$ cat config.mk
export PLATFORM = sky130hd
export DESIGN_NAME = bcd_counter
export DESIGN_NICKNAME = d
export VERILOG_FILES = /design/src/rtl/bcd_pkg.sv /design/src/rtl/bcd_digit.sv /design/src/rtl/bcd_counter.sv
export SDC_FILE = /design/constraint.sdc
export NUM_CORES = 1
export LEC_CHECK = 0
export ABC_AREA = 1
export BUFFER_PORTS_ARGS = -buffer_cell sky130_fd_sc_hd__buf_2
export CAP_MARGIN = 25
export CORE_MARGIN = 5
export CORE_UTILIZATION = 39
export CTS_CLUSTER_DIAMETER = 50
export DETAILED_ROUTE_END_ITERATION = 6
export PLACE_DENSITY = 0.67
export REMOVE_ABC_BUFFERS = 1
export SYNTH_ARGS = -nofsm -noshare
export SYNTH_HDL_FRONTEND = slang
export SYNTH_SLANG_ARGS = --single-unit
$ cat constraint.sdc
create_clock -name clk_100 -period 3.5 [get_ports clk_100]
set_clock_uncertainty 0.2 [all_clocks]
set_input_delay 0.175 -clock clk_100 [delete_from_list [all_inputs] [get_ports clk_100]]
set_output_delay 0.175 -clock clk_100 [all_outputs]
set_load 0.005 [all_outputs]
$ cat src/rtl/bcd_pkg.sv
// Shared BCD digit types, limits and next-value helpers used by the counter
// and its per-digit cells.
package bcd_pkg;

    localparam int unsigned BCD_DIGIT_W = 4;
    localparam logic [3:0]  BCD_MAX     = 4'd9;

    typedef logic [BCD_DIGIT_W-1:0] bcd_digit_t;

    // Codes at or above 9 (including illegal A-F) roll to 0 with a carry.
    function automatic logic bcd_is_top(input bcd_digit_t d);
        return (d >= BCD_MAX);
    endfunction

    function automatic bcd_digit_t bcd_next(input bcd_digit_t d);
        return bcd_is_top(d) ? 4'd0 : (d + 4'd1);
    endfunction

endpackage

$ cat src/rtl/bcd_digit.sv
// One BCD decade cell: increments on cin, carries out combinationally when
// the cell is about to roll over.
module bcd_digit
    import bcd_pkg::*;
(
    input  logic       clk_100,
    input  logic       rst_n,
    input  logic       cin,
    output bcd_digit_t q,
    output logic       cout
);

    bcd_digit_t q_r;

    // Digit register with asynchronous clear.
    always_ff @(posedge clk_100 or negedge rst_n) begin
        if (!rst_n) begin
            q_r <= 4'd0;
        end else if (cin) begin
            q_r <= bcd_next(q_r);
        end else begin
            q_r <= q_r;
        end
    end

    assign q    = q_r;
    assign cout = cin & bcd_is_top(q_r);

endmodule

$ cat src/rtl/bcd_counter.sv
// Cascadable NUM_DIGITS-digit BCD up-counter built as a ripple-enable chain
// of decade cells; cout_t fires in the cycle of the wrapping increment.
module bcd_counter
    import bcd_pkg::*;
#(
    parameter int unsigned NUM_DIGITS = 3
) (
    input  logic                        clk_100,
    input  logic                        rst_n,
    input  logic                        cin_t,
    output logic                        cout_t,
    output logic [4*NUM_DIGITS-1:0]     q_t
);

    logic [NUM_DIGITS:0] carry_s;

    assign carry_s[0] = cin_t;

    // Each cell is enabled by the carry of all lower cells.
    for (genvar g = 0; g < NUM_DIGITS; g++) begin : g_digit
        bcd_digit u_digit (
            .clk_100 (clk_100),
            .rst_n   (rst_n),
            .cin     (carry_s[g]),
            .q       (q_t[g*BCD_DIGIT_W +: BCD_DIGIT_W]),
            .cout    (carry_s[g+1])
        );
    end

    assign cout_t = carry_s[NUM_DIGITS];

endmodule

==> flow_metrics.tcl, run 1 <==
set metrics [dict create \
    clock_path_buffers 2 \
    place_area_um2 882.1 \
    die_width_um 54.85 \
    nets 127 \
    largest_register_ffs 12 \
    setup_violations 0 \
    dr.pass1.iters 4 \
    grt_max_degree 16 \
    finalCriticalPeriod_ns 1.884 \
    cts_sinks 12 \
    die_y_um 54.85 \
    cts_tree "done" \
    port_buffers 15 \
    outcome "complete, no violations" \
    via_count 644 \
    power_density_nw_per_um2 655.4 \
    dp_slack_ns 1.901 \
    synthToLayoutAreaGrowth_pct 16.59 \
    rows 16 \
    grt_pass1_wl_um 2283 \
    whs_ns 0.02362 \
    slew_headroom 0.8212 \
    max_freq_mhz 530.7 \
    yosysUniqueCellTypes 19 \
    drt-total-wl_um 1436 \
    yosys_warnings 0 \
    cts_resized 0 \
    io_pins 16 \
    dieArea_um2 3009 \
    antenna_found_initial 0 \
    ys_ff_latch 12 \
    cp-start-kind "flip-flop" \
    layout.cells.non_filler 140 \
    numCtsBuffers 3 \
    fin_tns_setup_ns 0 \
    total_power_mw 0.5995 \
    min_path_type "primary input to flip-flop" \
    h-tree-depth 1 \
    crit_arrival_ns 1.51 \
    busiest_layer "met2" \
    place.gp.congestion 0.7699 \
    final_util 0.4710 \
    placedCellCount 136 \
    tightest_slew_ns 0.2683 \
    grt_use_met2 0.1594 \
    synthesis.area_um2 784.5 \
    overflow 0 \
    finalInstanceArea_um2 914.6 \
    core_um2 1942 \
    grt_pass1_vias 529 \
    drv_slew 0 \
    vias_per_cell 4.600 \
    worst_slack_ns 1.616 \
    antennaDiodeCount 0 \
    antenna_left 0 \
    yosysSeqAreaShare 0.3828 \
    cap_violations 0 \
    end_kind "output pin" \
    start_util 0.4040 \
    gr-usage-all-layers 0.1109 \
    worstPathRequired_ns 3.12 \
    rsz0062_at_grt "false" \
    cts_root_buf "clkbuf_4" \
    clk_pin_slew_worst_paths_ns 0.06 \
    dp_hpwl_um 1095 \
    gr-usage-met3 0.05722 \
    post-route-drc-count 0 \
    crit_type "flip-flop to output pin" \
    worstPathMaxFanout 15 \
    report.final.hold_viol_count 0 \
    drive_above_1_share 0.2124 \
    postSynthAreaPerCell_um2 8.258 \
    layout_worst_path_cycle_share 0.5384 \
    netlist_instances 95 \
    ir_worst_vdd_mv 0.3373 \
    grt_use_met1 0.1412 \
    worst_skew_pair.late_latency_ns 0.27 \
    leakagePower_nw 0.5126 \
    first_iter_violations 7 \
    wl_per_cell_um 10.26 \
]
cells in the mapped netlist (all sizes together):
| library cell | instances | area [um2] |
|---|---|---|
| nand4 | 3 | 18.77 |
| nand3 | 7 | 47.55 |
| a21oi | 2 | 10.01 |
| xor2 | 3 | 26.28 |
| dfrtp | 12 | 300.3 |
| o21bai | 1 | 11.26 |
| nor2 | 8 | 32.54 |
| ha | 9 | 112.6 |
| nand2 | 27 | 111.4 |
| inv | 12 | 45.04 |
| nand3b | 1 | 7.510 |
| nor3 | 1 | 10.01 |
| o21ai | 8 | 40.03 |
| buf | 1 | 11.26 |
cells by family after synthesis:
logic type,count (synthesis),share of synthesized area
xor+xnor,3,0.03350
buf+inv,13,0.07177
compound gates,11,0.07814
simple gates,47,0.2903
fa+ha+maj,9,0.1435
flops,12,0.3828
area by class of cell:
type | count | area [um2]
Clock buffer | 3 | 22.52
Fill cell | 197 | 1027
Inverter | 12 | 45.04
Multi-Input combinational cell | 70 | 427.9
Sequential cell | 12 | 300.3
Tap cell | 27 | 33.78
Timing Repair Buffer | 16 | 85.08
placed cells by master, fill, tap and decap left out:
| master | synthesis | routed |
|---|---|---|
| o21ai_0 | 5 | 5 |
| o21ai_1 | 3 | 3 |
| nand2_2 | 1 | 1 |
| nand3_1 | 6 | 6 |
| nand4_1 | 3 | 3 |
| clkbuf_4 | 0 | 3 |
| nand2_4 | 1 | 1 |
| ha_1 | 9 | 9 |
| nand2_1 | 25 | 25 |
| o21bai_2 | 1 | 1 |
| xor2_1 | 3 | 3 |
| nor2_2 | 1 | 1 |
| nor3_2 | 1 | 1 |
| dfrtp_1 | 12 | 12 |
| dlygate4sd3_1 | 0 | 1 |
| nor2_1 | 7 | 7 |
| nand3_4 | 1 | 1 |
| inv_1 | 12 | 12 |
| a21oi_1 | 2 | 2 |
| nand3b_1 | 1 | 1 |
| buf_2 | 0 | 15 |
per-layer routing:
metal | vias to the layer above | part of all wire
li1 | 339 | -
met3 | 3 | 0.056
met2 | 12 | 0.48
met1 | 290 | 0.46
met4 | 0 | 0.0077
met5 | - | 0
what timing repair did:
action                                 in CTS  in global routing
hold buffers                                1                  0
endpoints found under the hold margin      12                  0
setup buffers                               0                  0
path summary, 6_finish.rpt:
kind / startpoint / endpoint / slack, ns / depth (start not counted)
worst max-delay path: g_digit[0].u_digit.q[0] / cout_t / 1.62 / 6
worst min-delay path: cin_t / g_digit[0].u_digit.q[0] / 0.02 / 2
worst max register to register: g_digit[0].u_digit.q[0] / g_digit[2].u_digit.q[0] / 1.91 / 6
worst min register to register: g_digit[1].u_digit.q[1] / g_digit[1].u_digit.q[1] / 0.41 / 2
max in group asynchronous: rst_n / g_digit[0].u_digit.q[2] / 2.78 / 2
min in group asynchronous: rst_n / g_digit[1].u_digit.q[2] / 0.09 / 2
power by group:
part           total, mW  switching, mW  leakage (nW)  internal, mW
clock network     0.0812         0.0415        0.0138        0.0397
logic              0.269          0.152         0.346         0.117
registers          0.249         0.0655         0.153         0.184
total              0.599          0.259         0.513         0.341
critical path, stage by stage, from the launching register on:
cell     delay (ns)
dfrtp_1        0.41
inv_1          0.09
ha_1           0.22
nand2_2        0.10
nand3_4        0.16
nor3_2         0.14
buf_2          0.13
Note: power is estimated with default switching activity, not from simulation.
==> run 2, diff against run 1 <==
ABC_AREA = 0   (was 1)
PLACE_DENSITY = 0.7   (was 0.67)
clock period = 1.7 ns   (was 3.5 ns; I/O delays follow)
==> flow_metrics.tcl, run 2 <==
set metrics [dict create \
    die_width_um 52.50 \
    outcome "complete, but fails checks" \
    yosys_warnings 0 \
    place_area_um2 900.9 \
    setup_violations 9 \
    ys_ff_latch 12 \
    seqPwrFrac 0.290 \
    layout_common_cells "buf_4, buf_2, dfrtp_1" \
    drt-total-wl_um 1780 \
    start_util 0.4080 \
    switching_share 0.3742 \
    violations "setup timing" \
    antenna_found_initial 0 \
    crit_arrival_ns 1.60 \
    largest_register_ffs 12 \
    synth_top_area_share 0.4263 \
    yosysMostFrequentCell "dfrtp_1" \
    cap_violations 0 \
    p_clk_frac 0.134 \
    multi_input_area_um2 419.2 \
    drive_above_1_share 0.5044 \
    antennaDiodeCount 0 \
    wl_per_cell_um 12.90 \
    layout_worst_path_cycle_share 1.110 \
    h-tree-depth 1 \
    worstPathMaxFanout 3 \
    rows 15 \
    io_pins 16 \
    synthToLayoutAreaGrowth_pct 54.17 \
    yosysUniqueCellTypes 22 \
    via_count 674 \
    rsz0062_at_grt "true" \
    port_buffers 15 \
    yosys_most_used_dff "dfrtp_1" \
    synthTopCellsByArea "dfrtp_1, ha_1, o21ai_0" \
    power_density_nw_per_um2 1564 \
    async_flop_share 1.000 \
    finalInstanceArea_um2 1086 \
    finalCriticalPeriod_ns 1.886 \
    synth_edf_count 0 \
    grt_pass1_vias 666 \
    switchingPower_mw 0.6357 \
    cts_sinks 12 \
    first_iter_violations 5 \
    synth_commonest_cells "dfrtp_1, ha_1, inv_1, o21ai_0, nand2_1" \
    cp-start-kind "flip-flop" \
    grt_max_degree 13 \
    slew_headroom 0.7323 \
    leakagePower_nw 0.5483 \
    cts_tree "done" \
    clk_pin_slew_worst_paths_ns 0.08 \
    max_freq_mhz 530.1 \
    post-route-drc-count 0 \
    gr-usage-all-layers 0.1405 \
    grt_pass1_wl_um 2849 \
    tightest_slew_ns 0.3982 \
    yosys.area.top_type "dfrtp_1" \
    place.gp.congestion 0.7721 \
    synthesis.area_um2 704.4 \
    final_common_cell "buf_4" \
    end_kind "output pin" \
    die_y_um 52.50 \
    worstPathRequired_ns 1.41 \
    dieArea_um2 2756 \
    postSynthAreaPerCell_um2 10.06 \
    reg2reg_from "g_digit[0].u_digit.q[0]" \
    ir_worst_vdd_mv 0.8569 \
    reg2reg_depth 6 \
    nets 126 \
    ff_latch_area_um2 300.3 \
    r2r_slack_ns -0.18 \
    clock_path_buffers 2 \
    crit_type "flip-flop to output pin" \
    report.final.hold_viol_count 0 \
    numCtsBuffers 3 \
    antenna_left 0 \
    core_um2 1727 \
    overflow 0 \
    cts_root_buf "clkbuf_4" \
    dr.pass1.iters 4 \
    yosysSeqAreaShare 0.4263 \
    min_path_type "primary input to asynchronous set/reset pin" \
    vias_per_cell 4.884 \
    p_comb_frac 0.576 \
    whs_ns 0.005628 \
    intPower_mw 1.063 \
    r2r_end "g_digit[2].u_digit.q[3]" \
    drv_slew 0 \
    worst_slack_ns -0.1865 \
    dp_hpwl_um 1174 \
    nFillCells 151 \
    netlist_instances 70 \
    worst_skew_pair.late_latency_ns 0.27 \
]
==> run 2: per-stage QoR <==
stage                     worst slack [ns]  setup TNS [ns]    util  cells  power [mW]
after global routing               -0.2594          -1.712  0.6290    138       1.846
after global placement            -0.05099        -0.07732  0.5217    122       1.194
final                              -0.1865          -1.150  0.6290    138       1.699
after CTS                          -0.2136          -1.196  0.6080    135       1.633
after detailed placement          -0.08348         -0.1975  0.5217    122       1.230
after floorplan                   -0.07970         -0.1582       -     70      0.8415
==> run 2: cells by family (layout without fill, tap and decap cells) <==
kind of cell,Yosys count,count (layout),synth area share
fa+ha+maj,9,9,0.1599
compound gates,16,16,0.1599
buf+inv,8,51,0.04263
simple gates,23,23,0.1812
mux,2,2,0.03019
flops,12,12,0.4263
==> run 2: power groups by stage <==
stage          combinational [mW]  clock (mW)  sequential (mW)
6_report                    0.978       0.228            0.492
5_1_grt                      1.09       0.254            0.506
4_1_cts                     0.915       0.231            0.487
3_5_place_dp                0.752           0            0.479
3_3_place_gp                0.721           0            0.473
2_1_floorplan               0.317           0            0.524
==> run 2: area by class of cell <==
type	count	share of cell area
clock buffers	4	0.03341
inverters	8	0.02765
multi-input cells	50	0.3859
flip-flops and latches	12	0.2765
well taps	25	0.02880
repair buffers	39	0.2477
==> run 2: worst max-delay path by stage <==
stage,startpoint,end
after detailed placement,g_digit[0].u_digit.q[0],g_digit[2].u_digit.q[3]
final,g_digit[0].u_digit.q[0],cout_t
after global placement,g_digit[1].u_digit.q[0],g_digit[2].u_digit.q[3]
after CTS,g_digit[0].u_digit.q[1],cout_t
after global routing,g_digit[0].u_digit.q[0],cout_t
after floorplan,g_digit[1].u_digit.q[1],g_digit[2].u_digit.q[3]
==> run 2: worst max-delay path, cell delays in order, from the launching register on <==
cell and delay [ns]:
dfrtp_1 0.42, ha_2 0.18, or3b_4 0.40, nand4_1 0.13
nor2_1 0.06, buf_2 0.14
==> run 2: per-layer routing <==
layer,share of wire,GRT usage,vias to the layer above
met4,0.022,0.05106,0
met5,0,0,-
met2,0.52,0.2562,15
li1,-,-,330
met3,0.042,0.02564,4
met1,0.42,0.1602,325
==> run 2: timing repair <==
action | 4_1_cts | 5_1_grt
gates resized for setup | 14 | 7
pin swaps | 11 | 7
hold endpoints to repair | 16 | 0
setup buffers | 6 | 3
hold buffers | 3 | 0
endpoints found under the setup margin | 9 | 13
gates cloned | 0 | 0
